File: config.mk
export PLATFORM = sky130hd
export DESIGN_NAME = cascade_down_counter_flat
export DESIGN_NICKNAME = d
export VERILOG_FILES = /design/src/rtl/cascade_down_counter_pkg.sv /design/src/rtl/cascade_down_counter_if.sv /design/src/rtl/cascade_down_counter_timer_digit.sv /design/src/rtl/cascade_down_counter.sv /design/src/flat_wrapper.sv
export SDC_FILE = /design/constraint.sdc
export NUM_CORES = 1
export LEC_CHECK = 0
export CORE_UTILIZATION = 35
export CTS_CLUSTER_DIAMETER = 200
export CTS_CLUSTER_SIZE = 25
export DETAILED_ROUTE_END_ITERATION = 7
export GPL_TIMING_DRIVEN = 1
export PLACE_DENSITY = 0.61
export SYNTH_ARGS = -nofsm -noshare
export SYNTH_HDL_FRONTEND = slang
export SYNTH_HIERARCHICAL = 1
export SYNTH_SLANG_ARGS = --single-unit
File: constraint.sdc
create_clock -name clk -period 5.35 [get_ports clk]
set_clock_uncertainty 0.15 [all_clocks]
set_input_delay 1.07 -clock clk [delete_from_list [all_inputs] [get_ports clk]]
set_output_delay 1.07 -clock clk [all_outputs]
set_load 0.005 [all_outputs]
File: src/rtl/cascade_down_counter_pkg.sv
// Shared definitions for the cascaded timer counter.
//   state_t : run-control FSM states (IDLE, RUN, DONE)
//   DIG_W   : width of one BCD/modulo digit
package cascade_down_counter_pkg;

  localparam int unsigned DIG_W = 4;

  typedef enum logic [1:0] {
    ST_IDLE = 2'd0,
    ST_RUN  = 2'd1,
    ST_DONE = 2'd2
  } state_t;

endpackage

File: src/rtl/cascade_down_counter_if.sv
// Control/status bundle between the timer counter and its neighbours.
//   master : drives tick, load, load_val, start, stop, up; reads q and flags
//   slave  : the counter; reads controls, drives q, running, expired, done, ovf
import cascade_down_counter_pkg::*;

interface cascade_down_counter_if #(
  parameter int unsigned NDIG = 4
);
  logic                    tick;
  logic                    load;
  logic [DIG_W*NDIG-1:0]   load_val;
  logic                    start;
  logic                    stop;
  logic                    up;
  logic [DIG_W*NDIG-1:0]   q;
  logic                    running;
  logic                    expired;
  logic                    done;
  logic                    ovf;

  modport master (
    output tick, load, load_val, start, stop, up,
    input  q, running, expired, done, ovf
  );

  modport slave (
    input  tick, load, load_val, start, stop, up,
    output q, running, expired, done, ovf
  );
endinterface

File: src/rtl/cascade_down_counter_timer_digit.sv
// One 4-bit modulo-(MAX+1) digit of the cascaded timer.
//   clk, reset : clock, asynchronous active-high reset (q -> 0)
//   en         : count enable for this cycle
//   up         : 1 increment, 0 decrement
//   cin        : carry (up) / borrow (down) from the lower digits
//   cout       : carry/borrow to the next digit
//   ld, ld_val : synchronous load, value clamped to MAX
//   q          : digit value
import cascade_down_counter_pkg::*;

module timer_digit #(
  parameter logic [DIG_W-1:0] MAX = 4'd9
) (
  input  logic             clk,
  input  logic             reset,
  input  logic             en,
  input  logic             up,
  input  logic             cin,
  output logic             cout,
  input  logic             ld,
  input  logic [DIG_W-1:0] ld_val,
  output logic [DIG_W-1:0] q
);

  // Ripple term: this digit passes the carry/borrow on only when it is
  // itself about to wrap.
  assign cout = cin && (up ? (q == MAX) : (q == '0));

  always_ff @(posedge clk or posedge reset) begin
    if (reset) begin
      q <= '0;
    end else if (ld) begin
      q <= (ld_val > MAX) ? MAX : ld_val;
    end else if (en && cin) begin
      if (up) q <= (q == MAX) ? '0  : q + 4'd1;
      else    q <= (q == '0)  ? MAX : q - 4'd1;
    end
  end

endmodule

File: src/rtl/cascade_down_counter.sv
// Multi-digit BCD/modulo timer with run control.
//   clk   : system clock
//   reset : asynchronous, active-high
//   bus   : slave side of cascade_down_counter_if
//           (tick/load/load_val/start/stop/up in; q/running/expired/done/ovf out)
// NDIG digits, digit i limited to DIGMAX[4i+3:4i]. Counts on tick while RUN,
// stops in DONE when a down count reaches zero, pulses ovf on up-count wrap.
import cascade_down_counter_pkg::*;

module cascade_down_counter #(
  parameter int unsigned             NDIG   = 4,
  parameter logic [DIG_W*NDIG-1:0]   DIGMAX = 16'h5959
) (
  input  logic                  clk,
  input  logic                  reset,
  cascade_down_counter_if.slave bus
);

  localparam int unsigned W = DIG_W * NDIG;

  state_t          state;
  logic            mode_up;
  logic            running_r;
  logic            expired_r;
  logic            done_r;
  logic            ovf_r;
  logic [W-1:0]    q_int;
  logic [NDIG:0]   chain;
  logic            step;
  logic            expire_now;
  logic            wrap_now;

  // A tick counts only in RUN and only when neither load nor stop wins.
  assign step     = (state == ST_RUN) && bus.tick && !bus.load && !bus.stop;
  assign chain[0] = 1'b1;

  for (genvar i = 0; i < NDIG; i++) begin : g_dig
    timer_digit #(
      .MAX(DIGMAX[DIG_W*i +: DIG_W])
    ) u_digit (
      .clk    (clk),
      .reset  (reset),
      .en     (step),
      .up     (mode_up),
      .cin    (chain[i]),
      .cout   (chain[i+1]),
      .ld     (bus.load),
      .ld_val (bus.load_val[DIG_W*i +: DIG_W]),
      .q      (q_int[DIG_W*i +: DIG_W])
    );
  end

  // A down tick reaches all-zero only from q == 1: any other nonzero value
  // either leaves digit 0 nonzero or wraps it to its maximum.
  assign expire_now = step && !mode_up && (q_int == W'(1));
  assign wrap_now   = step &&  mode_up && chain[NDIG];

  always_ff @(posedge clk or posedge reset) begin
    if (reset) begin
      state     <= ST_IDLE;
      mode_up   <= 1'b0;
      running_r <= 1'b0;
      expired_r <= 1'b0;
      done_r    <= 1'b0;
      ovf_r     <= 1'b0;
    end else begin
      done_r <= 1'b0;
      ovf_r  <= 1'b0;
      if (bus.load) begin
        state     <= ST_IDLE;
        running_r <= 1'b0;
        expired_r <= 1'b0;
      end else begin
        case (state)
          ST_IDLE: begin
            if (!bus.stop && bus.start && (bus.up || q_int != '0)) begin
              state     <= ST_RUN;
              mode_up   <= bus.up;
              running_r <= 1'b1;
            end
          end
          ST_RUN: begin
            if (bus.stop) begin
              state     <= ST_IDLE;
              running_r <= 1'b0;
            end else if (expire_now) begin
              state     <= ST_DONE;
              running_r <= 1'b0;
              expired_r <= 1'b1;
              done_r    <= 1'b1;
            end else if (wrap_now) begin
              ovf_r <= 1'b1;
            end
          end
          ST_DONE: ;
          default: begin
            state     <= ST_IDLE;
            running_r <= 1'b0;
          end
        endcase
      end
    end
  end

  assign bus.q       = q_int;
  assign bus.running = running_r;
  assign bus.expired = expired_r;
  assign bus.done    = done_r;
  assign bus.ovf     = ovf_r;

endmodule

File: src/flat_wrapper.sv
// flat-port wrapper written by rule: the top's interface ports become plain ports
module cascade_down_counter_flat 
#(
  parameter int unsigned             NDIG   = 4,
  parameter logic [DIG_W*NDIG-1:0]   DIGMAX = 16'h5959
)
  (clk, reset, bus_tick, bus_load, bus_load_val, bus_start, bus_stop, bus_up, bus_q, bus_running, bus_expired, bus_done, bus_ovf);
  cascade_down_counter_if #(.NDIG(NDIG)) bus_i ();
  input  logic clk;
  input  logic reset;
  input wire logic [$bits(bus_i.tick)-1:0] bus_tick;
  input wire logic [$bits(bus_i.load)-1:0] bus_load;
  input wire logic [$bits(bus_i.load_val)-1:0] bus_load_val;
  input wire logic [$bits(bus_i.start)-1:0] bus_start;
  input wire logic [$bits(bus_i.stop)-1:0] bus_stop;
  input wire logic [$bits(bus_i.up)-1:0] bus_up;
  output wire logic [$bits(bus_i.q)-1:0] bus_q;
  output wire logic [$bits(bus_i.running)-1:0] bus_running;
  output wire logic [$bits(bus_i.expired)-1:0] bus_expired;
  output wire logic [$bits(bus_i.done)-1:0] bus_done;
  output wire logic [$bits(bus_i.ovf)-1:0] bus_ovf;
  assign bus_i.tick = bus_tick;
  assign bus_i.load = bus_load;
  assign bus_i.load_val = bus_load_val;
  assign bus_i.start = bus_start;
  assign bus_i.stop = bus_stop;
  assign bus_i.up = bus_up;
  assign bus_q = bus_i.q;
  assign bus_running = bus_i.running;
  assign bus_expired = bus_i.expired;
  assign bus_done = bus_i.done;
  assign bus_ovf = bus_i.ovf;
  cascade_down_counter #(.NDIG(NDIG), .DIGMAX(DIGMAX)) u_core (.clk(clk), .reset(reset), .bus(bus_i));
endmodule
After elaboration in Yosys (flattened, before gate mapping). Index checks and enable logic that the tools add are counted.

Register bits after elaboration: 23. Input bits: 23. Output and inout port bits: 20. Logic and storage cells: 119.

$add $sub $neg: 8. Order comparisons: 4. Eq/ne operators: 11. Mux-type cells: 51. Bitwise operators: 1. Reduce and logical (&&, ||, !) cells: 34.

Operators with widths (number): $mux 4 (24); $mux 1 (21); $add 4x1->4 const B (4); $eq 16x1->1 const B (1); $logic_not 4->1 (4); $reduce_bool 16->1 (1); $sub 4x1->4 const B (4); $logic_and 1x1->1 (15); $reduce_bool 2->1 (6); $reduce_and 3->1 (3); $eq 4x3->1 const B (2); $eq 4x4->1 const B (2); $gt 4x3->1 const B (2); $gt 4x4->1 const B (2); $mux 2 (4); $pmux 2 s3 (1); $ne 2x2->1 const B (2); $ne 4x3->1 const B (1); $logic_not 1->1 (3); $ne 3x2->1 const B (1); $pmux 1 s3 (1); $eq 2x1->1 const B (1); $eq 2x2->1 const B (1); $logic_not 2->1 (1); 2 further kinds (2).

Longest topological paths before layout.
Depth after elaboration: 11. Depth in mapped cells: 12.

Hierarchy. Netlist, hierarchy kept.

By module, submodules not included: timer_digit (u_core.g_dig[0].u_digit ...) (instances 2, cells each 53, area an instance 405.4 µm²); timer_digit (u_core.g_dig[1].u_digit ...) (instances 2, cells each 44, area an instance 342.8 µm²); cascade_down_counter (instances 1, cells each 29, area an instance 330.3 µm²).

Least setup slack after synthesis. OpenSTA, ideal clock, no wires.

Path kind: reg2reg. From: reg u_core.mode_up. To: reg u_core.g_dig[3].u_digit.q[3]. Library setup time: 0.078 ns. Arrival time: 2.527 ns. Data required time: 5.122 ns. Slack: 2.595 ns. Cell stages (with the launch flop): 11. Path buffers: 1. Cells stage by stage: dfrtp_1 clkbuf_1 or3_1 a21oi_1 inv_1 a2111oi_2 nand2_1 a21oi_1 nand2_1 or3_1 a21oi_1.

Word-level cells in the longest chain between the ends: 5. Elaborated cells between the ends (all ways): 10. Those cells by class: 6 x mux; 4 x reduce/logical.

Ends and longest elaborated chain: start, declared (RTL line cascade_down_counter.sv:22) `logic mode_up;`; start signal, assigned (RTL line cascade_down_counter.sv:78) `mode_up <= bus.up;`; $mux 1 (RTL line cascade_down_counter_timer_digit.sv:27) `assign cout = cin && (up ? (q == MAX) : (q == '0));`; via u_core.chain[1] (RTL line cascade_down_counter.sv:28) `logic [NDIG:0] chain;`; $logic_and 1x1->1 (RTL line cascade_down_counter_timer_digit.sv:27); via u_core.chain[2] (RTL line cascade_down_counter.sv:28); $logic_and 1x1->1 (RTL line cascade_down_counter_timer_digit.sv:27); via u_core.chain[3] (RTL line cascade_down_counter.sv:28); $logic_and 1x1->1 (RTL line cascade_down_counter_timer_digit.sv:34) `end else if (en && cin) begin`; $reduce_bool 2->1 (no source line); end signal, assigned (RTL line cascade_down_counter_timer_digit.sv:33) `q <= (ld_val > MAX) ? MAX : ld_val;`; end signal, assigned (RTL line cascade_down_counter_timer_digit.sv:35) `if (up) q <= (q == MAX) ? '0 : q + 4'd1;`; end signal, assigned (RTL line cascade_down_counter_timer_digit.sv:36) `else q <= (q == '0) ? MAX : q - 4'd1;`; end, declared (RTL line cascade_down_counter_timer_digit.sv:22) `output logic [DIG_W-1:0] q`.

The timed path passes the listed nets, and every way through them passes these cells. The select of a mux whose other input is x is not followed. A chain may end at the register's enable or synchronous reset.

Final worst setup path.
From: in bus_load. To: reg u_core.g_dig[1].u_digit.q[3].

Word-level cells in the longest chain between the ends: 5. Elaborated cells between the ends (all ways): 6. Those cells by class: 1 x mux; 5 x reduce/logical.

Ends and longest elaborated chain: start, declared (RTL line flat_wrapper.sv:12) `input wire logic [$bits(bus_i.load)-1:0] bus_load;`; $logic_not 1->1 (RTL line cascade_down_counter.sv:34) `assign step = (state == ST_RUN) && bus.tick && !bus.load && !bus.stop;`; $logic_and 1x1->1 (2 in series) (RTL line cascade_down_counter.sv:34); via u_core.step (RTL line cascade_down_counter.sv:29) `logic step;`; $logic_and 1x1->1 (RTL line cascade_down_counter_timer_digit.sv:34); $reduce_bool 2->1 (no source line); end signal, assigned (RTL line cascade_down_counter_timer_digit.sv:33); end signal, assigned (RTL line cascade_down_counter_timer_digit.sv:35); end signal, assigned (RTL line cascade_down_counter_timer_digit.sv:36); end, declared (RTL line cascade_down_counter_timer_digit.sv:22).

The timed path passes the listed nets, and every way through them passes these cells.

==> flow_metrics.py <==
metrics = {
    "worst_setup_path": {
        "reg2reg_from": "u_core/mode_up$_DFFE_PP0P_",
        "r2r-end": "u_core/g_dig[3].u_digit/q[3]$_DFFE_PP0P_",
        "critPathTopFamily": "simple AND/OR/NAND/NOR gates",
        "path_buf_inv": 3,
        "critPathCaptureType": "flip-flop",
        "cp_slowest_cell": "or3_1",
        "required_ps": 5390,
        "crit_type": "input pin to flip-flop",
        "max_stage_delay_ps": 400,
        "critPathMaxFanout": 37,
        "start_kind": "input pin",
        "r2r_slack_ps": 2160,
        "reg2reg_depth": 8,
        "worstPathArrival_ps": 3270,
        "crit_chain": "clkdlybuf4s50_1, buf_4, nor3_1, nand3_1, inv_1, nand2_1, or3_1, a21oi_1",
    },
    "clocking": {
        "postCtsSetupBuffers": 0,
        "cts_hold_buf": 0,
        "cts_buffer_depth": 2,
        "cts-root-buf": "clkbuf_8",
        "clk_pin_slew_ps": 80,
        "numCtsBuffers": 3,
        "clkLatencyLatePin_ps": 260,
        "cts_sinks": 22,
        "cts_tree": "yes",
        "postCtsResizedCells": 0,
        "h-tree-depth": 1,
    },
    "yosys": {
        "yosysSeqAreaShare_pct": 30.1,
        "synth_flop_cell": "dfrtp_1",
        "synth_cells": 223,
        "synth_seq_cells": 22,
        "ys_warn_count": 6,
        "syn_avg_cell_area_um2": 8.19,
        "synth_edf_count": 0,
        "synth_area_um2": 1830,
        "yosysUniqueCellTypes": 46,
        "async_flop_share_pct": 100,
    },
    "floorplan": {
        "boundaryPins": 43,
        "fp.dieH_um": 74.2,
        "die_w_um": 74.2,
        "core_um2": 4880,
        "dieArea_um2": 5510,
        "start_util_pct": 37.4,
        "rows": 25,
    },
    "sta": {
        "setup_viol": 0,
        "hold_viol_final": 0,
        "finalMaxSlewViolations": 0,
        "max-slew-margin-rel_pct": 39.5,
        "tightest_slew_ps": 908,
        "fmax_mhz": 310,
        "whs_ps": 351,
        "min_period_ps": 3230,
        "setup_slack_ps": 2120,
        "rsz0062_at_grt": "false",
        "finalSetupTns_ps": 0,
        "fin_crit_sh_pct": 60.3,
    },
    "pwr": {
        "p_leak_nw": 0.915,
        "p_per_area_nw_per_um2": 216,
        "irDropWorstVdd_uv": 134,
    },
    "flow_run": {
        "drv_cap": 0,
    },
    "final_layout": {
        "antenna_cells": 0,
        "drive_gt1_share_pct": 8.08,
        "post-route-util_pct": 47.6,
        "stdcell_count": 327,
        "area_delta_synth_final_pct": 27.1,
        "final_nets": 284,
    },
    "min_path": {
        "whs_path_depth": 1,
        "min_to": "u_core/state[1]$_DFFE_PP0P_",
        "hold_path_class": "flip-flop to flip-flop",
        "min_from": "u_core/state[1]$_DFFE_PP0P_",
    },
    "grt": {
        "grt_max_degree": 38,
        "grt_usage_pct": 17.7,
        "grt_pass1_vias": 1584,
        "antenna_found_initial": 0,
        "grt_pass1_wl_um": 7590,
        "grt_remaining_overflow": 0,
    },
    "placement": {
        "placed_cells": 323,
        "gp_congestion": 0.730,
        "pre_cts_ws_ps": 1860,
        "port_buffers": 42,
        "hpwlAfterDp_um": 3090,
    },
    "routing": {
        "routed_wl_um": 4430,
        "drc_errors": 0,
        "drt_iter0_markers": 112,
        "wl_per_cell_um": 13.5,
        "vias": 1749,
        "ant_nets": 0,
        "drt_pass1_iterations": 4,
        "avgViaCountPerCell": 5.35,
    },
    "status": {
        "status": "finished clean",
    },
}
==> cell usage after synthesis, drive strengths merged (4+ instances only) <==
cell type | number | area, µm²
or3 | 8 | 50.1
nand2 | 13 | 48.8
dfrtp | 22 | 551
a21o | 4 | 30.0
xnor2 | 4 | 35.0
inv | 20 | 75.1
xor2 | 4 | 35.0
clkbuf | 4 | 15.0
nor2b | 6 | 37.5
a2111oi | 4 | 60.1
a211oi | 4 | 30.0
nor2 | 21 | 83.8
o21ai | 18 | 90.1
nor4 | 5 | 58.8
nand3 | 11 | 55.1
a21oi | 16 | 80.1
buf | 10 | 92.6
nor3 | 5 | 25.0
==> per-stage QoR <==
stage               power, W  instance area [µm²]
global placement    0.000346                 2250
CTS                 0.000508                 2320
detailed placement  0.000347                 2250
finish              0.000502                 2320
global route        0.000534                 2320
floorplan           0.000297                 1840
==> per-layer routing <==
metal	wire, µm	share of wire (%)	GRT usage [%]	up-vias
li1	-	-	-	884
met3	205	4.6	2.57	2
met4	19	0.43	5.03	0
met2	2050	46	28.1	46
met1	2150	49	25.2	817
met5	0	0	0	-
==> state kept, by name, summed over array words and instances (netlist names) <==
signal and flops:
u_core/bus.done 1, u_core/bus.ovf 1, u_core/state 2, u_core/mode_up 1, u_core/g_dig.u_digit/q 16, u_core/bus.expired 1
==> cells by family after synthesis <==
kind of cell / after synthesis / share of synthesized area [%]
other: 1 / 0.205
DFF: 22 / 30.1
xor gates and xnor gates: 8 / 3.84
buffers and inverters: 34 / 10.0
and+or+nand+nor: 89 / 29.4
AOI/OAI and AO/OA: 69 / 26.4
==> layout make-up <==
cell class,count,area (µm²)
flip-flops and latches,22,551
fillers,511,2560
multi-input cells,170,1100
clock buffers,3,41.3
repair buffers,44,435
well taps,67,83.8
inverters,20,75.1
clock inverters,1,30.0
==> how the worst max path moves through the flow <==
stage / slack, ps / endpoint / startpoint / depth (start not counted)
2_1_floorplan: 2590 / u_core/g_dig[3].u_digit/q[3]$_DFFE_PP0P_ / u_core/mode_up$_DFFE_PP0P_ / 10
3_3_place_gp: 1920 / u_core/g_dig[1].u_digit/q[3]$_DFFE_PP0P_ / bus_load / 8
3_5_place_dp: 1860 / u_core/g_dig[1].u_digit/q[3]$_DFFE_PP0P_ / bus_load / 8
4_1_cts: 2140 / u_core/g_dig[1].u_digit/q[3]$_DFFE_PP0P_ / bus_load / 8
5_1_grt: 1920 / u_core/g_dig[3].u_digit/q[3]$_DFFE_PP0P_ / u_core/mode_up$_DFFE_PP0P_ / 8
6_report: 2120 / u_core/g_dig[1].u_digit/q[3]$_DFFE_PP0P_ / bus_load / 8
==> where the power goes <==
part | total, W | internal [W] | switching, W | leakage (nW)
Combinational | 0.000126 | 0.0000706 | 0.0000550 | 0.607
Sequential | 0.000219 | 0.000176 | 0.0000429 | 0.271
Clock | 0.000157 | 0.0000999 | 0.0000568 | 0.0357
==> layout by cell type (no fill, tap or decap), types with 3 or more instances in the layout <==
cell type / count
conb_1: 4
nand3_1: 11
nor2_1: 19
xor2_1: 4
xnor2_1: 4
nand3b_1: 3
nor3_1: 5
a2111oi_2: 4
a21o_1: 4
nand2_1: 13
a211oi_1: 4
clkdlybuf4s50_1: 42
inv_1: 20
clkbuf_8: 3
o21ai_0: 18
a21oi_1: 16
dfrtp_1: 22
o22ai_1: 3
and3_1: 3
or3_1: 8
nor2b_1: 6
==> worst reg2reg max path, cell delays in order, from the launching register on <==
cell	delay, ps
dfrtp_1	720
buf_4	370
or3_1	330
a2111oi_2	590
nand2_1	90
a21oi_1	170
nand2_1	190
or3_1	380
a21oi_1	140
(Power assumes the default switching activity.)
